--- src/rtl/alu_pkg.sv ---
// Shared opcode constants, FSM state and command layout for the 4-bit ALU driver.
package alu_pkg;

  localparam logic [2:0] OP_ADD = 3'b000;
  localparam logic [2:0] OP_SUB = 3'b001;
  localparam logic [2:0] OP_AND = 3'b010;
  localparam logic [2:0] OP_OR  = 3'b011;
  localparam logic [2:0] OP_XOR = 3'b100;
  localparam logic [2:0] OP_MAX = 3'b100;

  typedef enum logic [1:0] {
    IDLE = 2'd0,
    EXEC = 2'd1,
    RESP = 2'd2
  } state_e;

  typedef struct packed {
    logic       use_acc;
    logic [2:0] op;
    logic [3:0] b;
    logic [3:0] a;
  } cmd_t;

  function automatic logic is_illegal(input logic [2:0] op);
    return (op > OP_MAX);
  endfunction

endpackage

--- src/rtl/alu_4bit_driver_if.sv ---
// Command and response channels of the ALU driver, plus FIFO occupancy.
interface alu_4bit_driver_if #(
  parameter int LVL_W = 3
);
  logic             cmd_valid;
  logic             cmd_ready;
  logic [3:0]       cmd_a;
  logic [3:0]       cmd_b;
  logic [2:0]       cmd_op;
  logic             cmd_use_acc;
  logic             rsp_valid;
  logic             rsp_ready;
  logic [3:0]       rsp_result;
  logic             rsp_zero;
  logic             rsp_illegal;
  logic [LVL_W-1:0] cmd_level;

  modport master (
    output cmd_valid, cmd_a, cmd_b, cmd_op, cmd_use_acc, rsp_ready,
    input  cmd_ready, rsp_valid, rsp_result, rsp_zero, rsp_illegal, cmd_level
  );

  modport slave (
    input  cmd_valid, cmd_a, cmd_b, cmd_op, cmd_use_acc, rsp_ready,
    output cmd_ready, rsp_valid, rsp_result, rsp_zero, rsp_illegal, cmd_level
  );
endinterface

--- src/rtl/alu_cmd_fifo.sv ---
// Registered command FIFO (no fall-through); DEPTH must be a power of two.
module alu_cmd_fifo
  import alu_pkg::*;
#(
  parameter int DEPTH = 4,
  parameter int LVL_W = $clog2(DEPTH) + 1
) (
  input  logic             clk,
  input  logic             rst,
  input  logic             push,
  input  cmd_t             wdata,
  input  logic             pop,
  output cmd_t             rdata,
  output logic             full,
  output logic             empty,
  output logic [LVL_W-1:0] level
);
  localparam int PW = $clog2(DEPTH);

  cmd_t             mem_r [DEPTH];
  logic [PW-1:0]    wr_ptr_r;
  logic [PW-1:0]    rd_ptr_r;
  logic [LVL_W-1:0] level_r;
  logic             do_push_s;
  logic             do_pop_s;

  assign full      = (level_r == LVL_W'(DEPTH));
  assign empty     = (level_r == LVL_W'(0));
  assign level     = level_r;
  assign rdata     = mem_r[rd_ptr_r];
  assign do_push_s = push && !full;
  assign do_pop_s  = pop && !empty;

  // Pointers wrap naturally because DEPTH is a power of two.
  always_ff @(posedge clk) begin
    if (rst) begin
      wr_ptr_r <= PW'(0);
      rd_ptr_r <= PW'(0);
      level_r  <= LVL_W'(0);
    end else begin
      if (do_push_s) wr_ptr_r <= wr_ptr_r + PW'(1);
      if (do_pop_s)  rd_ptr_r <= rd_ptr_r + PW'(1);
      case ({do_push_s, do_pop_s})
        2'b10:   level_r <= level_r + LVL_W'(1);
        2'b01:   level_r <= level_r - LVL_W'(1);
        default: level_r <= level_r;
      endcase
    end
  end

  always_ff @(posedge clk) begin
    if (do_push_s) mem_r[wr_ptr_r] <= wdata;
  end
endmodule

--- src/rtl/alu_4bit_driver.sv ---
// Issues queued commands one at a time to a combinational 4-bit ALU and
// returns captured results; optional accumulator chaining via use_acc.
module alu_4bit_driver
  import alu_pkg::*;
#(
  parameter int FIFO_DEPTH = 4,
  parameter int LVL_W      = $clog2(FIFO_DEPTH) + 1
) (
  input  logic                clk,
  input  logic                rst,
  alu_4bit_driver_if.slave    bus,
  output logic [3:0]          alu_a,
  output logic [3:0]          alu_b,
  output logic [2:0]          alu_opcode,
  input  logic [3:0]          alu_result,
  input  logic                alu_zero
);
  state_e     state_r;
  state_e     next_state_s;
  cmd_t       push_data_s;
  cmd_t       head_s;
  logic       full_s;
  logic       empty_s;
  logic       push_s;
  logic       pop_s;
  logic       capture_s;
  logic [3:0] acc_r;
  logic [3:0] alu_a_r;
  logic [3:0] alu_b_r;
  logic [2:0] alu_opcode_r;
  logic       rsp_valid_r;
  logic [3:0] rsp_result_r;
  logic       rsp_zero_r;
  logic       rsp_illegal_r;

  assign push_data_s   = '{use_acc: bus.cmd_use_acc, op: bus.cmd_op, b: bus.cmd_b, a: bus.cmd_a};
  assign bus.cmd_ready = !full_s && !rst;
  assign push_s        = bus.cmd_valid && bus.cmd_ready;

  alu_cmd_fifo #(.DEPTH(FIFO_DEPTH), .LVL_W(LVL_W)) u_fifo (
    .clk   (clk),
    .rst   (rst),
    .push  (push_s),
    .wdata (push_data_s),
    .pop   (pop_s),
    .rdata (head_s),
    .full  (full_s),
    .empty (empty_s),
    .level (bus.cmd_level)
  );

  // Next-state and pop/capture strobes.
  always_comb begin
    next_state_s = state_r;
    pop_s        = 1'b0;
    capture_s    = 1'b0;
    case (state_r)
      IDLE: begin
        if (!empty_s) begin
          next_state_s = EXEC;
          pop_s        = 1'b1;
        end else begin
          next_state_s = IDLE;
        end
      end
      EXEC: begin
        next_state_s = RESP;
        capture_s    = 1'b1;
      end
      RESP: begin
        if (bus.rsp_ready) next_state_s = IDLE;
        else               next_state_s = RESP;
      end
      default: next_state_s = IDLE;
    endcase
  end

  always_ff @(posedge clk) begin
    if (rst) state_r <= IDLE;
    else     state_r <= next_state_s;
  end

  // ALU operand issue, result capture and accumulator; all cleared by reset.
  always_ff @(posedge clk) begin
    if (rst) begin
      alu_a_r       <= 4'd0;
      alu_b_r       <= 4'd0;
      alu_opcode_r  <= 3'd0;
      acc_r         <= 4'd0;
      rsp_valid_r   <= 1'b0;
      rsp_result_r  <= 4'd0;
      rsp_zero_r    <= 1'b0;
      rsp_illegal_r <= 1'b0;
    end else begin
      if (pop_s) begin
        alu_a_r      <= head_s.use_acc ? acc_r : head_s.a;
        alu_b_r      <= head_s.b;
        alu_opcode_r <= head_s.op;
      end
      if (capture_s) begin
        rsp_result_r  <= alu_result;
        rsp_zero_r    <= alu_zero;
        rsp_illegal_r <= is_illegal(alu_opcode_r);
        acc_r         <= alu_result;
      end
      if (capture_s)                             rsp_valid_r <= 1'b1;
      else if (state_r == RESP && bus.rsp_ready) rsp_valid_r <= 1'b0;
    end
  end

  assign alu_a           = alu_a_r;
  assign alu_b           = alu_b_r;
  assign alu_opcode      = alu_opcode_r;
  assign bus.rsp_valid   = rsp_valid_r;
  assign bus.rsp_result  = rsp_result_r;
  assign bus.rsp_zero    = rsp_zero_r;
  assign bus.rsp_illegal = rsp_illegal_r;
endmodule

--- src/flat_wrapper.sv ---
// flat-port wrapper written by rule: the top's interface ports become plain ports
module alu_4bit_driver_flat import alu_pkg::*;
#(
  parameter int FIFO_DEPTH = 4,
  parameter int LVL_W      = $clog2(FIFO_DEPTH) + 1
)
  (clk, rst, alu_a, alu_b, alu_opcode, alu_result, alu_zero, bus_cmd_valid, bus_cmd_a, bus_cmd_b, bus_cmd_op, bus_cmd_use_acc, bus_rsp_ready, bus_cmd_ready, bus_rsp_valid, bus_rsp_result, bus_rsp_zero, bus_rsp_illegal, bus_cmd_level);
  alu_4bit_driver_if #(.LVL_W(LVL_W)) bus_i ();
  input  logic clk;
  input  logic rst;
  output logic [3:0] alu_a;
  output logic [3:0] alu_b;
  output logic [2:0] alu_opcode;
  input  logic [3:0] alu_result;
  input  logic alu_zero;
  input wire logic [$bits(bus_i.cmd_valid)-1:0] bus_cmd_valid;
  input wire logic [$bits(bus_i.cmd_a)-1:0] bus_cmd_a;
  input wire logic [$bits(bus_i.cmd_b)-1:0] bus_cmd_b;
  input wire logic [$bits(bus_i.cmd_op)-1:0] bus_cmd_op;
  input wire logic [$bits(bus_i.cmd_use_acc)-1:0] bus_cmd_use_acc;
  input wire logic [$bits(bus_i.rsp_ready)-1:0] bus_rsp_ready;
  output wire logic [$bits(bus_i.cmd_ready)-1:0] bus_cmd_ready;
  output wire logic [$bits(bus_i.rsp_valid)-1:0] bus_rsp_valid;
  output wire logic [$bits(bus_i.rsp_result)-1:0] bus_rsp_result;
  output wire logic [$bits(bus_i.rsp_zero)-1:0] bus_rsp_zero;
  output wire logic [$bits(bus_i.rsp_illegal)-1:0] bus_rsp_illegal;
  output wire logic [$bits(bus_i.cmd_level)-1:0] bus_cmd_level;
  assign bus_i.cmd_valid = bus_cmd_valid;
  assign bus_i.cmd_a = bus_cmd_a;
  assign bus_i.cmd_b = bus_cmd_b;
  assign bus_i.cmd_op = bus_cmd_op;
  assign bus_i.cmd_use_acc = bus_cmd_use_acc;
  assign bus_i.rsp_ready = bus_rsp_ready;
  assign bus_cmd_ready = bus_i.cmd_ready;
  assign bus_rsp_valid = bus_i.rsp_valid;
  assign bus_rsp_result = bus_i.rsp_result;
  assign bus_rsp_zero = bus_i.rsp_zero;
  assign bus_rsp_illegal = bus_i.rsp_illegal;
  assign bus_cmd_level = bus_i.cmd_level;
  alu_4bit_driver #(.FIFO_DEPTH(FIFO_DEPTH), .LVL_W(LVL_W)) u_core (.clk(clk), .rst(rst), .bus(bus_i), .alu_a(alu_a), .alu_b(alu_b), .alu_opcode(alu_opcode), .alu_result(alu_result), .alu_zero(alu_zero));
endmodule
--- config.mk ---
export PLATFORM = sky130hd
export DESIGN_NAME = alu_4bit_driver_flat
export DESIGN_NICKNAME = d
export VERILOG_FILES = /design/src/rtl/alu_pkg.sv /design/src/rtl/alu_4bit_driver_if.sv /design/src/rtl/alu_cmd_fifo.sv /design/src/rtl/alu_4bit_driver.sv /design/src/flat_wrapper.sv
export SDC_FILE = /design/constraint.sdc
export NUM_CORES = 1
export LEC_CHECK = 0
export BUFFER_PORTS_ARGS = -buffer_cell sky130_fd_sc_hd__buf_2
export CORE_MARGIN = 10
export CORE_UTILIZATION = 40
export DETAILED_ROUTE_END_ITERATION = 16
export PLACE_DENSITY_LB_ADDON = 0.05
export RECOVER_POWER = 50
export SETUP_SLACK_MARGIN = 0.5
export SYNTH_ARGS = -nofsm -noshare
export SYNTH_HDL_FRONTEND = slang
export SYNTH_SLANG_ARGS = --single-unit
--- constraint.sdc ---
create_clock -name clk -period 6 [get_ports clk]
set_input_delay 1.2 -clock clk [delete_from_list [all_inputs] [get_ports clk]]
set_output_delay 1.2 -clock clk [all_outputs]
set_load 0.005 [all_outputs]
==> results.md <==
- Number of global-route vias before repair: between 1500 and 2000
- Synth Register Bits: between 70 and 80
- Dominant cell type by area after synthesis: sky130_fd_sc_hd__edfxtp_1
- Area share of the largest cell type after synthesis: 0.486
- Total number of clock tree sinks: 77
- Power density over the cells: 449 nW/um^2
- Peak Freq: around 270 MHz
- Resize count post-CTS: 0
- Std cell rows: 31
- Leading register cell type out of synthesis: sky130_fd_sc_hd__edfxtp_1
- Reg-to-reg critical path startpoint: u_core.state_r[1]
- Final period util: 0.614
- Sequential-to-total area share from yosys stat: 0.681
- Setup repair after global routing missed its margin: false
- Clock insertion delay at the later pin of the skew report: between 300 and 400 ps
- Remaining Overflow, GRT: 0
- Initial Utilization: 0.411
- Clock Skews: 8.14 ps
- Clock transition at the registers of the reported paths: about 80 ps
- Total number of yosys warnings: 0
- First-pass DRT Iterations: 5
- Period minus WS final: 3680 ps
- WP data required: between 4000 and 5000 ps
- Asr flop ratio synth: 0
- Final Slew Violations: 0
- Setup-failing EPs final: 0
- Number of flops mapped to enable cells by yosys: between 40 and 50
- Detailed Place HPWL: 3900 um
- Port buffer count: 42
- Cell count after synthesis: about 200
- Total clock buffers created by CTS: 9
- Number of buffers inserted for hold repair after clock tree synthesis: 0
- Hold Violations, Final: 0
- Overall routing resource usage: 0.106
- Routed length per instance: about 16 um
- Top cells by instance count after synthesis: sky130_fd_sc_hd__edfxtp_1, sky130_fd_sc_hd__dfxtp_1, sky130_fd_sc_hd__a21oi_1, sky130_fd_sc_hd__nand2_1
- Mean instance size in the synthesized netlist: approximately 15 sq um
- Final antenna diode count: 0
- Number of distinct library cells after synthesis: 32
- Via count of the routed design: 1743
- Largest buffer count on any clock path: 2
- Most common cell in the netlist: sky130_fd_sc_hd__edfxtp_1
- Routed vias/inst: 4.94
- Number of antenna violations at the first check in global routing: 0
- Maximum number of pins on one net before global-route repair: 33
- Worst Setup SP: rst
- Worst Path Max Fanout: 32
- Post-placement setup slack: approximately 2700 ps
- Total wirelength of the detailed-routed design: 5720 um
- Drt first-iter violations: 68
- Die outline height: 106 um
- CTS tree: built
- Clock H-tree levels: 3
- Post-detailed-route count of antenna-violating nets: 0
- Critical Setup Path Class: in -> out
- Run status: finished, final reports clean
- CP endpoint kind: primary output
- Cells along the critical path: clkbuf_1, nor2_1, buf_2
- Setup tns final: 0 ps
- Share of layout cells above drive strength 1: 0.209
- Chip width: roughly 110 um
- Number of top-level pins: 43
- Leakage power figure: between 1 and 1.5 nW
- Wire length of the first global-routing pass: about 9400 um
- Worst hold stages: 2
- Net count of the mapped netlist: approximately 230
- Signed area change from the synthesized netlist to the final layout: 16.9%
- Worst-case vdd ir drop: around 0.17 mV
- Most area-consuming cells after synthesis: sky130_fd_sc_hd__edfxtp_1, sky130_fd_sc_hd__dfxtp_1, sky130_fd_sc_hd__mux4_2
- Worst Hold Class: reg -> reg
- Count of maximum capacitance violations: 0
- Number of setup buffers added after CTS: 0
- Netlist area before placement: around 3000 sq um
- Worst slew margin: 0.0663
- Root Buffer: sky130_fd_sc_hd__clkbuf_8
- Slowest-stage cell, CP: sky130_fd_sc_hd__clkbuf_1
- R2R cell count: 8
- Layout Nets: roughly 280
- Total die area: approximately 11000 sq um
- DRC violations left: 0
- Kind of launch point of the worst setup path: primary input
- Least setup slack across all paths after layout: 2320 ps
- Filler Cell Count: 665
- Actual slew at the worst max-slew pin: approximately 1400 ps
- Area of the placeable core: between 7000 and 8000 sq um
- Critical path's largest stage delay: about 990 ps
- Routability cong.: between 0.7 and 0.8
- Hold Path Origin: u_core.bus.rsp_zero
- Signal arrival time at the worst endpoint: about 2500 ps
[stage by stage]
stage	cells	power, mW	hold WS [ps]	util	area, sq um
2_1_floorplan	204	1.01	448	-	2970
3_3_place_gp	337	1.15	438	0.453	3270
3_5_place_dp	337	1.15	449	0.453	3270
4_1_cts	353	1.58	461	0.484	3490
5_1_grt	353	1.67	481	0.481	3470
6_report	353	1.56	455	0.481	3470
[critical path: cells and delay by family]
kind | cells | cell delay [ps]
buffers and inverters | 2 | 1170
AND/OR/NAND/NOR | 1 | 100
[cells in the final DEF, fill, tap and decap left out, types with 2 or more instances in the layout]
cell type	count
sky130_fd_sc_hd__a211oi_1	4
sky130_fd_sc_hd__a21oi_1	24
sky130_fd_sc_hd__and2_1	4
sky130_fd_sc_hd__buf_2	25
sky130_fd_sc_hd__bufinv_16	2
sky130_fd_sc_hd__clkbuf_1	17
sky130_fd_sc_hd__clkbuf_8	9
sky130_fd_sc_hd__clkinvlp_4	2
sky130_fd_sc_hd__dfxtp_1	29
sky130_fd_sc_hd__edfxtp_1	48
sky130_fd_sc_hd__ha_1	5
sky130_fd_sc_hd__inv_1	8
sky130_fd_sc_hd__mux2i_1	4
sky130_fd_sc_hd__mux4_1	2
sky130_fd_sc_hd__mux4_2	10
sky130_fd_sc_hd__nand2_1	11
sky130_fd_sc_hd__nand3_1	8
sky130_fd_sc_hd__nor2_1	8
sky130_fd_sc_hd__nor3_1	3
sky130_fd_sc_hd__o21ai_0	10
sky130_fd_sc_hd__o31ai_1	2
sky130_fd_sc_hd__or3_1	2
sky130_fd_sc_hd__or4_1	2
sky130_fd_sc_hd__xor2_1	2
[final timing paths]
kind | endpoint | slack (ps)
setup / recovery | bus_cmd_ready | 2320
hold / removal | u_core.bus.rsp_zero | 460
setup reg to reg | u_core.u_fifo.level[2] | 3550
hold reg to reg | u_core.bus.rsp_zero | 460
[logic make-up after synthesis]
kind of cell,count (synthesis),share of synthesized area
xor gates and xnor gates,2,0.00590
adders and majority gates,6,0.0278
buffers and inverters,17,0.0245
AOI/OAI and AO/OA,41,0.0750
muxes,17,0.111
DFF,77,0.681
and+or+nand+nor,44,0.0746
[per-layer routing]
metal,up-vias,GRT usage,wire (um)
met2,45,0.159,2540
met4,0,0.0551,112
met1,831,0.136,2720
li1,858,-,-
met5,-,0,0
met3,9,0.0320,338
[state kept, by name (all words and copies together) (netlist names), 2 cells and up, named ones only]
register,cells
u_core.alu_b,4
u_core.u_fifo.mem_r,48
u_core.alu_opcode,3
u_core.acc_r,4
u_core.state_r,2
u_core.alu_a,4
u_core.u_fifo.rd_ptr_r,2
u_core.u_fifo.level,3
u_core.u_fifo.wr_ptr_r,2
[report_power, final]
part	internal [mW]	switching (mW)
logic	0.187	0.226
registers	0.642	0.0713
clock network	0.236	0.195
total	1.06	0.493
[final cells by class]
class | instances | area, sq um | share of cell area
clock buffers | 9 | 124 | 0.0357
clock inverters | 7 | 98.8 | 0.0285
inverters | 8 | 30.0 | 0.00866
multi-input cells | 110 | 873 | 0.252
flip-flops and latches | 77 | 2020 | 0.583
well taps | 99 | 124 | 0.0357
repair buffers | 43 | 196 | 0.0566
Note: power is estimated with default switching activity, not from simulation.
